--- src/rtl/accu_stack.sv ---
// Accumulator with carry, built-in add/sub/shift ALU and a LIFO save stack
// holding {carry, accumulator} pairs for context save.
module accu_stack #(
    parameter int DATA_WIDTH  = 8,
    parameter int STACK_DEPTH = 4
) (
    input  logic                         clk,
    input  logic                         rst,
    input  logic                         ce,
    input  logic [2:0]                   op,
    input  logic signed [DATA_WIDTH-1:0] data_in,
    input  logic                         cy_i,
    output logic signed [DATA_WIDTH-1:0] data_out,
    output logic                         cy_o,
    output logic                         zero_o,
    output logic                         sp_empty,
    output logic                         sp_full,
    output logic                         err_o
);

    localparam int SP_W  = $clog2(STACK_DEPTH + 1);
    localparam int IDX_W = (STACK_DEPTH > 1) ? $clog2(STACK_DEPTH) : 1;
    localparam logic [SP_W-1:0] SP_MAX = SP_W'(STACK_DEPTH);

    typedef enum logic [2:0] {
        OP_NOP  = 3'b000,
        OP_LOAD = 3'b001,
        OP_ADD  = 3'b010,
        OP_SUB  = 3'b011,
        OP_SHL  = 3'b100,
        OP_SHR  = 3'b101,
        OP_PUSH = 3'b110,
        OP_POP  = 3'b111
    } op_t;

    logic signed [DATA_WIDTH-1:0] r_acc;
    logic                         r_cy;
    logic [SP_W-1:0]              r_sp;
    logic                         r_err;
    logic [DATA_WIDTH:0]          r_mem [STACK_DEPTH];

    logic signed [DATA_WIDTH-1:0] w_acc_nxt;
    logic                         w_cy_nxt;
    logic [SP_W-1:0]              w_sp_nxt;
    logic                         w_err_nxt;
    logic                         w_push_we;
    logic [DATA_WIDTH:0]          w_sum;
    logic [DATA_WIDTH:0]          w_diff;
    logic [SP_W-1:0]              w_sp_dec;
    logic [DATA_WIDTH:0]          w_top;

    // Carry/borrow come out naturally as bit DATA_WIDTH of an unsigned (W+1)-bit result.
    assign w_sum    = {1'b0, r_acc} + {1'b0, data_in} + {{DATA_WIDTH{1'b0}}, cy_i};
    assign w_diff   = {1'b0, r_acc} - {1'b0, data_in} - {{DATA_WIDTH{1'b0}}, cy_i};
    assign w_sp_dec = r_sp - SP_W'(1);
    assign w_top    = r_mem[w_sp_dec[IDX_W-1:0]];

    always_comb begin
        w_acc_nxt = r_acc;
        w_cy_nxt  = r_cy;
        w_sp_nxt  = r_sp;
        w_err_nxt = r_err;
        w_push_we = 1'b0;
        if (ce) begin
            case (op_t'(op))
                OP_LOAD: begin
                    w_acc_nxt = data_in;
                    w_cy_nxt  = cy_i;
                end
                OP_ADD:  {w_cy_nxt, w_acc_nxt} = w_sum;
                OP_SUB:  {w_cy_nxt, w_acc_nxt} = w_diff;
                OP_SHL:  {w_cy_nxt, w_acc_nxt} = {r_acc, cy_i};
                OP_SHR:  {w_acc_nxt, w_cy_nxt} = {cy_i, r_acc};
                OP_PUSH: begin
                    if (r_sp < SP_MAX) begin
                        w_push_we = 1'b1;
                        w_sp_nxt  = r_sp + SP_W'(1);
                    end else begin
                        w_err_nxt = 1'b1;
                    end
                end
                OP_POP: begin
                    if (r_sp != '0) begin
                        {w_cy_nxt, w_acc_nxt} = w_top;
                        w_sp_nxt              = w_sp_dec;
                    end else begin
                        w_err_nxt = 1'b1;
                    end
                end
                default: ;
            endcase
        end
    end

    always_ff @(posedge clk or negedge rst) begin
        if (!rst) begin
            r_acc <= '0;
            r_cy  <= 1'b0;
            r_sp  <= '0;
            r_err <= 1'b0;
        end else begin
            r_acc <= w_acc_nxt;
            r_cy  <= w_cy_nxt;
            r_sp  <= w_sp_nxt;
            r_err <= w_err_nxt;
        end
    end

    // Stack storage is never reset; entries at or above sp are meaningless.
    always_ff @(posedge clk) begin
        if (w_push_we)
            r_mem[r_sp[IDX_W-1:0]] <= {r_cy, r_acc};
    end

    assign data_out = r_acc;
    assign cy_o     = r_cy;
    assign zero_o   = (r_acc == '0);
    assign sp_empty = (r_sp == '0);
    assign sp_full  = (r_sp == SP_MAX);
    assign err_o    = r_err;

endmodule
--- config.mk ---
export PLATFORM = sky130hd
export DESIGN_NAME = accu_stack
export DESIGN_NICKNAME = d
export VERILOG_FILES = /design/src/rtl/accu_stack.sv
export SDC_FILE = /design/constraint.sdc
export NUM_CORES = 1
export LEC_CHECK = 0
export ABC_AREA = 1
export BUFFER_PORTS_ARGS = -buffer_cell sky130_fd_sc_hd__buf_2
export CORE_AREA = 4 4 113 115
export DETAILED_ROUTE_END_ITERATION = 7
export DIE_AREA = 0 0 117 119
export GPL_TIMING_DRIVEN = 0
export PLACE_DENSITY_LB_ADDON = 0.05
export SETUP_SLACK_MARGIN = 0.02
export SLEW_MARGIN = 15
export SYNTH_ARGS = -nofsm -noshare
export SYNTH_HDL_FRONTEND = slang
export SYNTH_SLANG_ARGS = --single-unit
--- constraint.sdc ---
create_clock -name clk -period 2.6 [get_ports clk]
set_clock_uncertainty 0.05 [all_clocks]
set_input_delay 0.39 -clock clk [delete_from_list [all_inputs] [get_ports clk]]
set_output_delay 0.39 -clock clk [all_outputs]
set_load 0.01 [all_outputs]
# Yosys cells after proc, flatten, opt, wreduce, memory -nomap -nowiden
# Memory sizes are Yosys's and may differ from the RTL's.
# Cells that the tools add are included.
dict set report totals {
  reg_bits 13
  mem_count 1
  mem_bits_rw 36
}
dict set report classes {
  magnitude_cmp 1
  eq_ne 12
  n_addsub 6
  n_reduce_logical 8
  n_mux 15
}
# memory words word_bits read_ports rd_ports_with_merged_regs wr line_no
set mem_list {}
lappend mem_list {r_mem 4 9 1 0 1 40} ;# logic [DATA_WIDTH:0] r_mem [STACK_DEPTH];
# operator n
set ops {}
lappend ops {{8-bit one-hot mux with 6 select lines} 1}
lappend ops {{3-bit equality test, second input constant} 5}
lappend ops {{8-bit by 8-bit adder with 9-bit output} 1}
lappend ops {{9-bit by 1-bit adder with 9-bit output} 1}
lappend ops {{8-bit by 8-bit subtractor with 9-bit output} 1}
lappend ops {{9-bit by 1-bit subtractor with 9-bit output} 1}
lappend ops {{8-bit logical NOT} 1}
lappend ops {{1-bit two-way mux} 8}
lappend ops {{8-bit two-way mux} 1}
lappend ops {{2-bit inequality test, second input constant} 4}
lappend ops {{4-bit AND reduction} 2}
lappend ops {{3-bit by 2-bit equality test with 1-bit output, second input constant} 2}
lappend ops {{3-bit two-way mux} 2}
lappend ops {{1-bit one-hot mux with 6 select lines} 1}
lappend ops {{3-bit one-hot mux with 2 select lines} 1}
lappend ops {{6-bit nonzero test} 1}
lappend ops {{3-bit by 1-bit adder with 3-bit output, second input constant} 1}
lappend ops {{3-bit by 1-bit equality test with 1-bit output, second input constant} 1}
lappend ops {{3-bit logical NOT} 1}
lappend ops {{3-bit less-than comparator, second input constant} 1}
lappend ops {{3-bit AND reduction} 1}
lappend ops {{3-bit nonzero test} 1}
lappend ops {{3-bit by 1-bit subtractor with 3-bit output, second input constant} 1}
lappend ops {{1-bit one-hot mux with 2 select lines} 1}
lappend ops {{2-bit nonzero test} 1}

# Depth between registers and ports, before layout
dict set report logic_depth {
  word_depth 6
  mapped_depth 14
}

# Least setup slack after synthesis
# Ideal clock, no wire load.
dict set report synth_path {
  path_type {register to register}
  start {reg r_acc[3], in the netlist data_out[3]}
  end {reg r_acc[4], in the netlist data_out[4]}
  path_stages_with_launch 12
  setup_ps 119
  t_arrival_ps 1959
  setup_slack_ps 471
  synth_period_minus_slack_ps 2129
  path_cell_list {dfrtp_1 > inv_1 > ha_1 > inv_1 > ha_1 > nand2_1 > nand2_1 > or2_2 > nand3_1 > nand3_1 > nand2_1 > o21ai_2}
}
dict set report synth_via {
  elab_chain_len 3
  elab_cells_between_ends 5
  classes_between {add/sub (4); mux (1)}
}
# element line_no
set synth_rtl {}
lappend synth_rtl {{from (decl)} 36} ;# logic signed [DATA_WIDTH-1:0] r_acc;
lappend synth_rtl {{from (signal assigned)} 102} ;# r_acc <= w_acc_nxt;
lappend synth_rtl {{8-bit by 8-bit subtractor with 9-bit output / 8-bit by 8-bit adder with 9-bit output (equally long branches)} {54, 53}}
lappend synth_rtl {{9-bit by 1-bit subtractor with 9-bit output / 9-bit by 1-bit adder with 9-bit output (equally long branches)} {54, 53}}
lappend synth_rtl {{8-bit one-hot mux with 6 select lines (*)} 65} ;# case (op_t'(op))
# Every way passes the cells marked *; elsewhere a longest branch is shown, timed or not.
# A chain may end at the register's enable or synchronous reset.

# Final worst setup path
dict set report layout_path {
  start {reg r_acc[5], in the netlist data_out[5]}
  end {reg r_cy, in the netlist cy_o}
}
dict set report layout_via {
  elab_chain_len 3
  elab_cells_between_ends 5
  classes_between {add/sub (4); mux (1)}
}
# element line_no
set layout_rtl {}
lappend layout_rtl {{8-bit by 8-bit subtractor with 9-bit output / 8-bit by 8-bit adder with 9-bit output (equally long branches)} {54, 53}}
lappend layout_rtl {{9-bit by 1-bit subtractor with 9-bit output / 9-bit by 1-bit adder with 9-bit output (equally long branches)} {54, 53}}
lappend layout_rtl {{1-bit one-hot mux with 6 select lines (*)} 65}
lappend layout_rtl {{to (signal assigned)} 103} ;# r_cy <= w_cy_nxt;
lappend layout_rtl {{to (decl)} 37} ;# logic r_cy;
# Marks and branches as above.

==> reports/metrics.yaml <==
drive_gt1_share_pct: 14.01
worstSkewPairLatency_ns: 0.29
hold_violations: 0
vias: 2830
layout_common_cells: "nand2_1 (102), nor2_1 (66), inv_1 (63)"
syn_area_per_cell_um2: 7.915
die-area_mm2: 0.01392
yosysUniqueCellTypes: 35
avgRoutedWirePerCell_um: 15.12
endpoint_kind: "register"
crit_type: "register to register"
cp_max_fo: 9
cts_tree: "yes"
maxCapViolations: 0
antenna_found_initial: 0
ios: 28
cts_buffer_depth: 2
ir_worst_vdd_uv: 278.2
crit_path_start_kind: "register"
start_util_pct: 29.22
first_iter_violations: 228
yosysWarnings: 0
clkTransAtPathRegs_ns: 0.06
die_w_um: 117
yosys.area.top_type: "edfxtp_1"
cts_sinks: 49
io_buffers: 27
synth_ff_type: "edfxtp_1"
setup-violations-final: 0
ys_seq_area_share_pct: 40.75
max-slew-margin-rel_pct: 28.70
dp.cells: 610
fin_cells: 618
min_path_type: "input pin to register"
diodes: 0
grt-ovfl-total: 0
synth_area_mm2: 0.003451
wirelength_um: 9346
maxSlewViolCount: 0
synth.top_cells.by_area: "edfxtp_1 (31%), nand2_1 (11%), ha_1 (9.8%)"
critical_path_arrival_ns: 2.46
cts_made_buffers: 5
timing.fmax_mhz: 428.7
async_reset_ff_share_pct: 26.53
die-height_um: 119
synthCells: 436
grt_pass1_vias: 2859
clockRootBuffer: "clkbuf_16"
powerDensity_mw_per_mm2: 857.4
dpl_worst_slack_ns: 0.1128
fin_nets: 517
tns_ns: 0
h-tree-depth: 2
place_congestion: 0.7984
grt_max_degree: 15
worst_pin_slew_ns: 1.066
grt_use_total_pct: 14.36
firstDrtPassIters: 4
grt_pass1_wl_um: 15440
timing.final.crit_share_pct: 89.72
syn_nets: 482
status: "complete, no violations"
post-cts-setup-buffers: 0
ys_ff_latch: 49
synth_edf_count: 36
finalPower_w: 0.003373
leakagePower_nw: 1.845
rows: 40
final.min_clock_period_ns: 2.333
worst_slack_ns: 0.2673
core-area_mm2: 0.01181
hpwl_um: 7418
area_delta_synth_final_pct: 14.00
synth_top_area_share_pct: 31.33
mostFrequentLayoutCell: "nand2_1"
vias_per_cell: 4.579
remaining_drc_errors: 0
grt_setup_unrepaired: "no"
cp.required_ns: 2.73
antenna_left: 0
[flip-flops by register name, summed over array words and instances, names as in the netlist]
register	flops
r_sp	3
cy_o	1
data_out	8
err_o	1
r_mem	36
[cell usage after synthesis, drive strengths merged (2+ instances only)]
cell type  number
nor2           69
buf             8
nand2         105
nand3          37
dfrtp          13
or2             3
ha             27
o21ai          26
o22ai           3
nand4           8
nand3b          2
a21oi          15
fa              4
o211ai          7
edfxtp         36
inv            67
[worst max-delay path: stages, from the launching register on]
cell and delay [ns]:
dfrtp_2 0.45, inv_1 0.12, ha_1 0.37, inv_1 0.10
ha_1 0.36, nand2_1 0.09, nand2_1 0.07, a21oi_1 0.18
nand3_1 0.10, nand3_1 0.13, nand3_1 0.09, nand2_1 0.07
nand2_1 0.05
[worst paths after layout]
| path | slack, ns | cells past startpoint | to | startpoint |
|---|---|---|---|---|
| max reg2reg | 0.27 | 12 | cy_o | data_out[5] |
| max in group asynchronous | 1.76 | 2 | data_out[3] | rst |
| min reg2reg | 0.43 | 2 | err_o | err_o |
| min | 0.38 | 3 | err_o | ce |
| max | 0.27 | 12 | cy_o | data_out[5] |
| min in group asynchronous | 0.48 | 2 | r_sp[1] | rst |
[cell families after synthesis]
kind of cell               synth area share [%]
AOI/OAI and AO/OA                         9.210
xor gates and xnor gates                 0.2539
adders and majority gates                 12.11
buffers and inverters                     8.883
DFF                                       40.75
and+or+nand+nor                           28.79
[routing by layer]
layer	vias to the layer above	routed length [µm]	share of wire, %	track usage, %
li1	1491	-	-	-
met1	1304	4504	48	20.06
met2	30	4484	48	23.44
met3	5	266	2.8	1.880
met4	0	90	0.96	3.441
met5	-	0	0	0
[what timing repair did]
action | in CTS | in global routing
gates resized for setup | 0 | 8
hold buffers | 1 | 0
endpoints found under the hold margin | 13 | 0
endpoints found under the setup margin | 0 | 9
[report_power, final]
group | internal, W | total, W | leakage, nW | switching [W]
Combinational | 0.000607 | 0.00167 | 1.30 | 0.00106
Sequential | 0.000962 | 0.00109 | 0.477 | 0.000131
Clock | 0.000350 | 0.000611 | 0.0667 | 0.000262
Total | 0.00192 | 0.00337 | 1.85 | 0.00145
[metrics by stage]
| step | hold slack [ns] | utilization (%) | instance area (µm²) |
|---|---|---|---|
| final | 0.3824 | 33.31 | 3934 |
| after global routing | 0.4065 | 33.31 | 3934 |
| after CTS | 0.3787 | 33.14 | 3914 |
| after detailed placement | 0.2635 | 31.92 | 3770 |
| after global placement | 0.2569 | 31.92 | 3770 |
| after floorplan | 0.04441 | - | 3451 |
[final cells by class]
type	instances	area (µm²)
Clock buffer	6	128.9
Timing Repair Buffer	28	145.1
Tap cell	147	183.9
Clock inverter	1	5.005
Fill cell	1288	7878
Sequential cell	49	1414
Inverter	67	254.0
Multi-Input combinational cell	312	1750
Buffer	8	52.55
No activity file was read; power rests on OpenSTA's default activity.
